==> config.mk <==
export PLATFORM = sky130hd
export DESIGN_NAME = oam_dma_ctrl
export DESIGN_NICKNAME = d
export VERILOG_FILES = /design/src/rtl/oam_dma_ctrl_pkg.sv /design/src/rtl/oam_dma_ctrl.sv
export SDC_FILE = /design/constraint.sdc
export NUM_CORES = 1
export LEC_CHECK = 0
export ABC_CLOCK_PERIOD_IN_PS = 2000
export CAP_MARGIN = 20
export CORE_MARGIN = 2
export CORE_UTILIZATION = 46
export CTS_CLUSTER_DIAMETER = 60
export DETAILED_ROUTE_END_ITERATION = 6
export GPL_TIMING_DRIVEN = 0
export PLACE_DENSITY_LB_ADDON = 0.15
export SYNTH_ARGS = -nofsm -noshare
export SYNTH_HDL_FRONTEND = slang
export SYNTH_SLANG_ARGS = --single-unit
==> constraint.sdc <==
create_clock -name clk -period 2 [get_ports clk]
set_input_delay 0.4 -clock clk [delete_from_list [all_inputs] [get_ports clk]]
set_output_delay 0.4 -clock clk [all_outputs]
set_load 0.01 [all_outputs]
==> src/rtl/oam_dma_ctrl_pkg.sv <==
// Shared types and constants for the OAM DMA controller: state encoding,
// default bus widths and the fixed trigger/destination addresses.
package oam_dma_ctrl_pkg;

    localparam int unsigned REG_WIDTH      = 8;
    localparam int unsigned DEF_ADDR_WIDTH = 16;
    localparam int unsigned CNT_WIDTH      = 8;
    localparam int unsigned DMA_LEN        = 256;

    localparam logic [15:0] TRIG_ADDR = 16'h4014;
    localparam logic [15:0] DEST_ADDR = 16'h2004;

    typedef enum logic [2:0] {
        ST_IDLE  = 3'd0,
        ST_HALT  = 3'd1,
        ST_ALIGN = 3'd2,
        ST_READ  = 3'd3,
        ST_WRITE = 3'd4
    } dma_state_e;

endpackage

==> src/rtl/oam_dma_ctrl.sv <==
// OAM DMA controller: a CPU write to the trigger address stalls the CPU and
// copies one 256-byte page to a fixed destination, one read/write pair per byte.
module oam_dma_ctrl #(
    parameter int unsigned WIDTH      = oam_dma_ctrl_pkg::REG_WIDTH,
    parameter int unsigned ADDR_WIDTH = oam_dma_ctrl_pkg::DEF_ADDR_WIDTH,
    parameter logic [ADDR_WIDTH-1:0] TRIG_ADDR = ADDR_WIDTH'(oam_dma_ctrl_pkg::TRIG_ADDR),
    parameter logic [ADDR_WIDTH-1:0] DEST_ADDR = ADDR_WIDTH'(oam_dma_ctrl_pkg::DEST_ADDR)
) (
    input  logic                  clk,
    input  logic                  reset_n,
    input  logic [ADDR_WIDTH-1:0] cpu_addr,
    input  logic [WIDTH-1:0]      cpu_din,
    input  logic                  cpu_we,
    output logic [WIDTH-1:0]      cpu_dout,
    output logic                  cpu_rdy,
    output logic [ADDR_WIDTH-1:0] mem_addr,
    output logic [WIDTH-1:0]      mem_din,
    output logic                  mem_we,
    input  logic [WIDTH-1:0]      mem_dout,
    output logic                  dma_busy
);

    import oam_dma_ctrl_pkg::*;

    dma_state_e           state;
    dma_state_e           state_nxt;
    dma_state_e           out_state;
    logic [WIDTH-1:0]     page;
    logic [CNT_WIDTH-1:0] byte_cnt;
    logic [WIDTH-1:0]     data_reg;
    logic                 parity;
    logic                 trig_c;
    logic                 last_byte_c;

    assign trig_c      = cpu_we && (cpu_addr == TRIG_ADDR);
    assign last_byte_c = (byte_cnt == CNT_WIDTH'(DMA_LEN - 1));

    // Outputs fall back to the idle passthrough while reset is held
    assign out_state = reset_n ? state : ST_IDLE;

    always_ff @(posedge clk) begin
        if (!reset_n) begin
            state <= ST_IDLE;
        end else begin
            state <= state_nxt;
        end
    end

    always_ff @(posedge clk) begin
        if (!reset_n) begin
            page     <= '0;
            byte_cnt <= '0;
            data_reg <= '0;
            parity   <= 1'b0;
        end else begin
            parity <= ~parity;
            case (state)
                ST_IDLE: begin
                    if (trig_c) begin
                        page     <= cpu_din;
                        byte_cnt <= '0;
                    end
                end
                ST_READ:  data_reg <= mem_dout;
                ST_WRITE: byte_cnt <= CNT_WIDTH'(byte_cnt + 1'b1);
                default: ;
            endcase
        end
    end

    always_comb begin
        state_nxt = state;
        case (state)
            ST_IDLE:  if (trig_c) state_nxt = ST_HALT;
            ST_HALT:  state_nxt = parity ? ST_ALIGN : ST_READ;
            ST_ALIGN: state_nxt = ST_READ;
            ST_READ:  state_nxt = ST_WRITE;
            ST_WRITE: state_nxt = last_byte_c ? ST_IDLE : ST_READ;
            default:  state_nxt = ST_IDLE;
        endcase
    end

    // CPU bus is ignored in every busy state; only IDLE forwards it to memory
    always_comb begin
        cpu_dout = mem_dout;
        cpu_rdy  = 1'b0;
        dma_busy = 1'b1;
        mem_addr = ADDR_WIDTH'({page, CNT_WIDTH'(0)});
        mem_din  = data_reg;
        mem_we   = 1'b0;
        case (out_state)
            ST_IDLE: begin
                cpu_rdy  = 1'b1;
                dma_busy = 1'b0;
                mem_addr = cpu_addr;
                mem_din  = cpu_din;
                mem_we   = cpu_we && !trig_c;
            end
            ST_READ: begin
                mem_addr = ADDR_WIDTH'({page, byte_cnt});
            end
            ST_WRITE: begin
                mem_addr = DEST_ADDR;
                mem_we   = 1'b1;
            end
            default: ;
        endcase
    end

endmodule

==> flow_metrics.env <==
export IMPL_grt_pass1_vias=2026
export IMPL_nFillCells=267
export IMPL_synth_top_area_frac=0.343
export IMPL_final_setup_worst_slack_ps=-114
export IMPL_internal_power_mw=0.789
export IMPL_switching_share=0.263
export IMPL_rsz0062_at_grt="yes"
export IMPL_pwr_share_clk=0.272
export IMPL_holdWs_ps=441
export IMPL_p_seq_frac=0.522
export IMPL_final_cells=357
export IMPL_yosys_warnings=0
export IMPL_yosysUniqueCellTypes=48
export IMPL_synth_most_common_cell="nand2_1"
export IMPL_syn2layout_area_growth_pct=62.7
export IMPL_synth_cell_area_um2=1640
export IMPL_clock_latency_ps=340
export IMPL_crit_buf_inv=4
export IMPL_wl_per_cell_um=16.5
export IMPL_fin_crit_sh=1.06
export IMPL_fin_nets=348
export IMPL_p_comb_frac=0.206
export IMPL_placedCellCount=325
export IMPL_core_um2=3360
export IMPL_hold_path_class="reg -> reg"
export IMPL_routed_via_density=5.81
export IMPL_grt_pass1_wl_um=9390
export IMPL_dpl_worst_slack_ps=-761
export IMPL_multiInputGateArea_um2=1010
export IMPL_grt_usage=0.292
export IMPL_gp_congestion=0.767
export IMPL_root_buffer="clkbuf_4"
export IMPL_yosysTopAreaCell="dfxtp_1"
export IMPL_clock_path_buffers=2
export IMPL_hpwl_um=3670
export IMPL_violations="setup timing"
export IMPL_io_pins=70
export IMPL_finalHoldViolations=0
export IMPL_yosys_top_cells_count="44 x nand2_1, 28 x dfxtp_1, 19 x a21oi_1"
export IMPL_fin_crit_ps=2110
export IMPL_cts_max_level=1
export IMPL_start_util=0.486
export IMPL_die_h_um=63.6
export IMPL_antenna_found_initial=0
export IMPL_drive_gt1_frac=0.367
export IMPL_tightestPinTransition_ps=517
export IMPL_setup_violations=16
export IMPL_clk_pin_slew_worst_paths_ps=160
export IMPL_hold_buffers=0
export IMPL_crit_fanout=4
export IMPL_firstDrtPassIters=4
export IMPL_crit_family="buffers and inverters"
export IMPL_drt_iter0_markers=218
export IMPL_avgSynthCellArea_um2=7.79
export IMPL_max_freq_mhz=473
export IMPL_ant_nets=0
export IMPL_p_per_area_nw_per_um2=403
export IMPL_rows=21
export IMPL_power_mw=1.07
export IMPL_crit_top_cell="buf_6"
export IMPL_synth_cells=210
export IMPL_path_class="reg -> out"
export IMPL_setup_tns_ps=-624
export IMPL_dieArea_um2=4050
export IMPL_synth_edf_count=0
export IMPL_p_sw_mw=0.282
export IMPL_cts_tree="built"
export IMPL_drc_errors=0
export IMPL_grt_max_degree=16
export IMPL_cpPeakStageDelay_ps=350
export IMPL_worstReg2RegStart="state[0]"
export IMPL_async_reset_ff_frac=0
export IMPL_cp_required_ps=1600
export IMPL_cts_buffers=3
export IMPL_cp_arrival_ps=1710
export IMPL_fin_util=0.791
export IMPL_ys_seq_elements=28
export IMPL_dieWidth_um=63.6
export IMPL_drv_cap=0
export IMPL_cp_start_kind="flip-flop"
export IMPL_slowest_stage="dfxtp_2"
export IMPL_crit_path_start="state[0]"
export IMPL_overflow=0
export IMPL_maxSlewHeadroom=0.650
export IMPL_status="complete, but fails checks"
export IMPL_antennaDiodeCount=0
export IMPL_drv_slew=0
export IMPL_regArea_um2=567
export IMPL_port_buffers=69
export IMPL_skew_ps=8.06
export IMPL_synthesis_nets=246
export IMPL_path_cells="buf_6 -> nand2_4 -> or2_4 -> nor2_4 -> buf_6 -> buf_6 -> a22o_1 -> buf_2"
export IMPL_via_count=2073
export IMPL_ir_drop_uv=393
export IMPL_netlist_top_cells_area="dfxtp_1 34%, nand2_1 10%, a22o_1 7.5%"
export IMPL_final_cell_area_um2=2660
export IMPL_totalWireLength_um=5880
export IMPL_hold_start="parity"
export IMPL_placed_cell_area_um2=2380
export IMPL_clock_sinks=28
export IMPL_yosysSeqAreaShare=0.343
export IMPL_leakagePower_nw=1.11
export IMPL_end_kind="primary output"
export IMPL_ys_flop_type="dfxtp_1"
power groups by stage:
stage | sequential [mW] | clock (mW) | combinational (mW)
global route | 0.559 | 0.309 | 0.234
floorplan | 0.572 | 0 | 0.0797
detailed placement | 0.572 | 0 | 0.241
finish | 0.559 | 0.292 | 0.221
CTS | 0.560 | 0.289 | 0.210
global placement | 0.572 | 0 | 0.239
metal layers:
metal | routed length, um | vias to the layer above | track usage
li1 | - | 960 | -
met1 | 2270 | 1006 | 0.337
met2 | 3060 | 87 | 0.508
met3 | 371 | 20 | 0.0714
met4 | 172 | 0 | 0.125
met5 | 0 | - | 0
cell type report:
cell class / instances / area share
Multi-Input combinational cell: 156 / 0.381
Timing Repair Buffer: 100 / 0.313
Sequential cell: 28 / 0.213
Buffer: 20 / 0.0532
Tap cell: 46 / 0.0216
Clock buffer: 4 / 0.0136
Inverter: 3 / 0.00423
timing repair:
action	CTS	global route
endpoints found under the setup margin	27	28
buffers inserted	23	7
pin swaps	17	33
cloned	1	0
gates resized for setup	155	33
kinds of logic (layout without fill, tap and decap cells):
| group | Yosys count | in the layout | share of synthesized area |
|---|---|---|---|
| flops | 28 | 28 | 0.343 |
| buf+inv | 26 | 127 | 0.0956 |
| simple gates | 92 | 92 | 0.288 |
| mux | 1 | 1 | 0.00612 |
| fa+ha+maj | 1 | 1 | 0.00765 |
| xor+xnor | 3 | 3 | 0.0161 |
| compound gates | 59 | 59 | 0.243 |
cell usage in the layout, fill, tap and decap left out, types with 3 or more instances in the layout:
cell type / count
nand2_1: 33
buf_4: 29
dfxtp_1: 25
clkdlybuf4s50_1: 25
buf_2: 24
a21oi_1: 19
buf_6: 14
a22o_1: 14
nand3_1: 13
o21ai_1: 10
nand2_2: 9
clkbuf_2: 8
clkdlybuf4s15_1: 7
nand4_1: 6
clkbuf_1: 4
dlygate4sd2_1: 4
nor2_2: 3
nor2_4: 3
nor2_1: 3
nor3_1: 3
o21a_1: 3
clkbuf_4: 3
path summary, 6_finish.rpt:
path,slack (ps),end,cells past startpoint
max,-110,mem_addr[6],8
min,440,parity,1
max reg2reg,120,state[1],8
min reg2reg,440,parity,1
No activity file was read; power rests on OpenSTA's default activity.
